### src/rtl/ds_pkg.sv
// Shared definitions for the downsample writeback block: FSM state
// encoding, stored pixel width and the saturation ceiling.
package ds_pkg;

    localparam int PIX_W = 8;

    localparam logic [PIX_W-1:0] SAT_MAX = 8'd255;

    typedef enum logic [1:0] {
        IDLE = 2'd0,
        RUN  = 2'd1,
        LAST = 2'd2,
        DONE = 2'd3
    } ds_state_e;

endpackage

### src/rtl/ds_out_ram.sv
// Output frame buffer: one write port and one registered read port.
// A read and a write to the same address on one edge return the old value.
// Reads beyond DEPTH return zero.
module ds_out_ram
    import ds_pkg::*;
#(
    parameter int DEPTH = 64
) (
    input  logic             clk,
    input  logic             rst,
    input  logic             we,
    input  logic [15:0]      waddr,
    input  logic [PIX_W-1:0] wdata,
    input  logic [15:0]      raddr,
    output logic [PIX_W-1:0] rdata
);

    localparam int AW = (DEPTH > 1) ? $clog2(DEPTH) : 1;

    logic [PIX_W-1:0] mem [0:DEPTH-1];
    logic [PIX_W-1:0] rdata_d;
    logic [PIX_W-1:0] rdata_q;

    // Select the addressed word, or zero when the address is past the frame.
    always_comb begin
        rdata_d = {PIX_W{1'b0}};
        if (raddr < 16'(DEPTH)) begin
            rdata_d = mem[raddr[AW-1:0]];
        end else begin
            rdata_d = {PIX_W{1'b0}};
        end
    end

    // Register the read data; reset clears it so readout starts at zero.
    always_ff @(posedge clk or posedge rst) begin
        if (rst) begin
            rdata_q <= {PIX_W{1'b0}};
        end else begin
            rdata_q <= rdata_d;
        end
    end

    // Buffer write; storage itself is not reset and holds between frames.
    always_ff @(posedge clk) begin
        if (we && (waddr < 16'(DEPTH))) begin
            mem[waddr[AW-1:0]] <= wdata;
        end
    end

    assign rdata = rdata_q;

endmodule

### src/rtl/ds_writeback.sv
// Downsample writeback: accepts one kernel result per handshake, converts it
// to an 8-bit pixel and writes it raster-order into the output buffer.
// Build option: define DS_WRITEBACK_SAT_EN to clamp results above 255 to 255;
// by default only the low 8 bits are stored.
module ds_writeback
    import ds_pkg::*;
#(
    parameter int OUT_W = 8,
    parameter int OUT_H = 8,
    parameter int IN_W  = 16
) (
    input  logic            clk,
    input  logic            rst,
    input  logic            start,
    input  logic [IN_W-1:0] in_data,
    input  logic            in_valid,
    output logic            in_ready,
    input  logic [15:0]     rd_addr,
    output logic [7:0]      rd_data,
    output logic            busy,
    output logic            done,
    output logic [7:0]      col,
    output logic [7:0]      row
);

    ds_state_e        state_d, state_q;
    logic [7:0]       col_d, col_q;
    logic [7:0]       row_d, row_q;
    logic             in_ready_d, in_ready_q;
    logic             busy_d, busy_q;
    logic             done_d, done_q;
    logic             wr_en_d, wr_en_q;
    logic [15:0]      wr_addr_d, wr_addr_q;
    logic [PIX_W-1:0] wr_data_d, wr_data_q;

    logic             accept_s;
    logic [15:0]      pos_addr_s;
    logic [PIX_W-1:0] pix_s;

`ifdef DS_WRITEBACK_SAT_EN
    // Clamp oversized kernel results to the brightest pixel value.
    always_comb begin
        pix_s = in_data[PIX_W-1:0];
        if (in_data > IN_W'(SAT_MAX)) begin
            pix_s = SAT_MAX;
        end else begin
            pix_s = in_data[PIX_W-1:0];
        end
    end
`else
    // Upper result bits are deliberately discarded in the wrap-around build.
    logic unused_in_hi_s;
    assign unused_in_hi_s = ^in_data;

    // Keep only the low byte of the kernel result.
    always_comb begin
        pix_s = in_data[PIX_W-1:0];
    end
`endif

    assign accept_s   = in_valid && in_ready_q;
    assign pos_addr_s = 16'(row_q) * 16'(OUT_W) + 16'(col_q);

    // Next-state logic: frame sequencing, raster position and write staging.
    always_comb begin
        state_d    = state_q;
        col_d      = col_q;
        row_d      = row_q;
        in_ready_d = in_ready_q;
        busy_d     = busy_q;
        done_d     = 1'b0;
        wr_en_d    = 1'b0;
        wr_addr_d  = wr_addr_q;
        wr_data_d  = wr_data_q;
        case (state_q)
            IDLE: begin
                if (start) begin
                    state_d    = RUN;
                    col_d      = 8'd0;
                    row_d      = 8'd0;
                    in_ready_d = 1'b1;
                    busy_d     = 1'b1;
                end else begin
                    state_d    = IDLE;
                end
            end
            RUN: begin
                if (accept_s) begin
                    wr_en_d   = 1'b1;
                    wr_addr_d = pos_addr_s;
                    wr_data_d = pix_s;
                    if (col_q == 8'(OUT_W - 1)) begin
                        col_d = 8'd0;
                        row_d = row_q + 8'd1;
                        if (row_q == 8'(OUT_H - 1)) begin
                            state_d    = LAST;
                            in_ready_d = 1'b0;
                        end else begin
                            state_d    = RUN;
                        end
                    end else begin
                        col_d = col_q + 8'd1;
                    end
                end else begin
                    state_d = RUN;
                end
            end
            LAST: begin
                // The final staged pixel lands in the buffer on this edge.
                state_d = DONE;
                busy_d  = 1'b0;
                done_d  = 1'b1;
            end
            DONE: begin
                state_d = IDLE;
            end
            default: begin
                state_d    = IDLE;
                in_ready_d = 1'b0;
                busy_d     = 1'b0;
            end
        endcase
    end

    // State and output registers; reset also drops any staged write.
    always_ff @(posedge clk or posedge rst) begin
        if (rst) begin
            state_q    <= IDLE;
            col_q      <= 8'd0;
            row_q      <= 8'd0;
            in_ready_q <= 1'b0;
            busy_q     <= 1'b0;
            done_q     <= 1'b0;
            wr_en_q    <= 1'b0;
            wr_addr_q  <= 16'd0;
            wr_data_q  <= {PIX_W{1'b0}};
        end else begin
            state_q    <= state_d;
            col_q      <= col_d;
            row_q      <= row_d;
            in_ready_q <= in_ready_d;
            busy_q     <= busy_d;
            done_q     <= done_d;
            wr_en_q    <= wr_en_d;
            wr_addr_q  <= wr_addr_d;
            wr_data_q  <= wr_data_d;
        end
    end

    ds_out_ram #(
        .DEPTH (OUT_W * OUT_H)
    ) u_ram (
        .clk   (clk),
        .rst   (rst),
        .we    (wr_en_q),
        .waddr (wr_addr_q),
        .wdata (wr_data_q),
        .raddr (rd_addr),
        .rdata (rd_data)
    );

    assign in_ready = in_ready_q;
    assign busy     = busy_q;
    assign done     = done_q;
    assign col      = col_q;
    assign row      = row_q;

endmodule

### config.mk
export PLATFORM = sky130hd
export DESIGN_NAME = ds_writeback
export DESIGN_NICKNAME = d
export VERILOG_FILES = /design/src/rtl/ds_pkg.sv /design/src/rtl/ds_out_ram.sv /design/src/rtl/ds_writeback.sv
export SDC_FILE = /design/constraint.sdc
export NUM_CORES = 1
export LEC_CHECK = 0
export BUFFER_PORTS_ARGS = -buffer_cell sky130_fd_sc_hd__buf_2
export CAP_MARGIN = 5
export CORE_MARGIN = 2
export CORE_UTILIZATION = 65
export CTS_CLUSTER_SIZE = 25
export DETAILED_ROUTE_END_ITERATION = 10
export PLACE_DENSITY = 0.87
export SYNTH_ARGS = -nofsm -noshare
export SYNTH_HDL_FRONTEND = slang
export SYNTH_SLANG_ARGS = --single-unit
### constraint.sdc
create_clock -name clk -period 3.53 [get_ports clk]
set_input_delay 0.353 -clock clk [delete_from_list [all_inputs] [get_ports clk]]
set_output_delay 0.353 -clock clk [all_outputs]
set_load 0.02 [all_outputs]
==> out/metrics.cfg <==
[worst_setup_path]
cp.required_ns=3.79
critPathCaptureType=register
cp_max_fo=8
critPathKind=register to register
cp-start-kind=register
crit_arrival_ns=3.17
rr_worst_depth=7

[final_layout]
syn2layout_area_growth_pct=13.6
diodes=0
nets=1324
drive_above_1_share_pct=28.0

[power]
combPwrFrac_pct=7.6
swShare_pct=23.9
pwr-share-seq_pct=54.9
p_sw_uw=3550
power.internal_uw=11300
pwr-share-clk_pct=37.6
power-per-cell-area_nw_per_um2=593
peakVddDrop_mv=0.632
p_leak_uw=0.00851

[cts]
clk_transition_reported_paths_ns=0.06
numCtsBuffers=52
cts_hold_buf=8
clock_path_buffers=3
clock_sinks=562
insertion_delay_ns=0.57
cts_post_setup_buffers_inserted=0
htreeDepth=2
post_cts_resized=0
root_buffer=clkbuf_16
tritoncts=built

[sta]
fmax_mhz=344
fin_crit_sh_pct=82.3
final.min_clock_period_ns=2.91
maxSlewViolCount=0
skew_ns=0.0208
hold_viol=0
whs_ns=0.0709
worstMarginPinSlew_ns=1.31
rsz0062_at_grt=no
slew-limit-headroom_pct=12.7
setup_viol=0
setup_tns_ns=0

[run_status]
outcome=completed

[synth]
yosysWarnings=0
yosysSeqAreaShare_pct=75.2
yosys_most_used_dff=edfxtp_1
syn_inst=1141
synth_edf_count=512
synth_top_area_share_pct=69.5
synth_fp_nets=1185
ys_types=60
synthesis.area_um2=22100
syn_avg_cell_area_um2=19.4
async_flop_share_pct=8.90
synth-seq-cells=562
synth_area_leader_cell=edfxtp_1
synthTopCellsByArea=edfxtp_1, mux4_2, dfrtp_1

[hold_path]
hold_path.class=input pin to register
hold_depth=3

[placed_design]
dp_hpwl_mm=30.3
gp_congestion=0.837
portBuffers=54

[floorplan]
die_h_um=188
fp-row-count=67
start_util_pct=66.0
coreArea_um2=33500
dieArea_um2=35500
ioPinCount=63
die_w_um=188

[route]
dr_wl_met3_mm=5.38
drt_pass1_iterations=5
wl_per_cell_um=29.0
top_layer=met4
routed_via_density=6.77
routed-wl-met2_mm=25.7
routed_wl_mm=51.3
num_vias=12000
first_iter_violations=1587
drc_errors=0
m1WireLength_mm=18.4
antenna_left=0

[global_route]
antenna_found_initial=0
grt_pass1_wl_mm=77.2
grt_usage_pct=29.8
overflow=0
grt_pass1_vias=12200
grt_max_degree=66

[run]
max_cap_viol_count=0

power by group through the flow:
stage	Clock (µW)	Combinational (µW)	Sequential [µW]
final	5590	1120	8170
after global routing	5860	1200	8210
after CTS	5620	1110	8160
after detailed placement	0	1080	8290
after global placement	0	1040	8240
after floorplan	0	747	8090
cell usage after synthesis, drive strengths merged, types with 10 or more instances:
library cell  number
dfrtp             50
a22oi             10
nand3             12
nand2             66
mux4             130
o22ai             18
edfxtp           512
clkbuf            28
o21ai             29
mux2i             12
a21oi             20
nor2              88
buf               36
o221ai            11
layout by cell type (no fill, tap or decap), types with 9 or more instances in the layout:
cell type,Yosys,routed
o22ai_1,18,18
clkbuf_16,0,53
nand2_1,65,65
nand3_1,12,12
a21oi_1,20,20
mux4_2,130,130
a22oi_1,10,10
edfxtp_1,512,512
o21ai_0,28,28
o221ai_1,11,11
dfrtp_1,50,42
clkinv_2,0,9
nor2_1,88,88
mux2i_1,12,12
buf_2,21,52
clkbuf_1,26,16
buf_4,13,83
sequential cells by signal, indices dropped and copies added, names as in the netlist, named ones only:
signal	count
done	1
col	8
u_ram.rdata	8
wr_data_q	8
state_q	1
u_ram.mem	512
row	8
in_ready	1
wr_en_q	1
busy	1
wr_addr_q	12
logic make-up after synthesis:
group                    share of synthesized area [%]
flip-flops                                        75.2
AND/OR/NAND/NOR                                   4.70
multiplexers                                      13.9
AO/OA/AOI/OAI                                     3.57
buffers and inverters                             1.59
XOR/XNOR                                         0.554
adder cells (fa/ha/maj)                          0.486
final timing paths:
| check | from | to | slack [ns] |
|---|---|---|---|
| max | wr_addr_q[10] | u_ram.mem[39][3] | 0.62 |
| min in group asynchronous | rst | row[6] | 0.09 |
| max reg2reg | wr_addr_q[10] | u_ram.mem[39][3] | 0.62 |
| min | start | state_q[0] | 0.07 |
| min reg2reg | busy | busy | 0.48 |
| max in group asynchronous | rst | wr_data_q[5] | 2.62 |
final cells by class:
cell class | instances | area, µm²
inverters | 7 | 26.3
clock inverters | 22 | 234
flip-flops and latches | 562 | 16600
multi-input cells | 508 | 5140
fillers | 1766 | 8410
repair buffers | 149 | 1070
well taps | 448 | 561
clock buffers | 74 | 1460
metrics by stage:
step                      cell area (µm²)  std cells  total power [µW]  setup WS (ns)  utilization [%]
after CTS                           25100       1770             14900          0.685             74.9
after detailed placement            23400       1666              9370          0.743             69.6
after global routing                25100       1770             15300          0.394             74.9
final                               25100       1770             14900          0.623             74.9
after floorplan                     22100       1141              8840           1.37                -
after global placement              23400       1666              9280          0.794             69.6
routing by layer:
layer | vias to the layer above | global-route usage [%]
met2 | 861 | 48.9
met1 | 6106 | 40.6
met3 | 128 | 6.07
met5 | - | 0
met4 | 0 | 11.0
li1 | 4889 | -
worst max-delay path, cell delays in order, from the launching register on:
cell and delay (ns):
dfrtp_1 0.39, nor4_1 0.29, nand2_1 0.14, nor3_1 0.41, nand4_1 0.66, buf_4 0.40
nor2_1 0.11, buf_4 0.20
No activity file was read; power rests on OpenSTA's default activity.
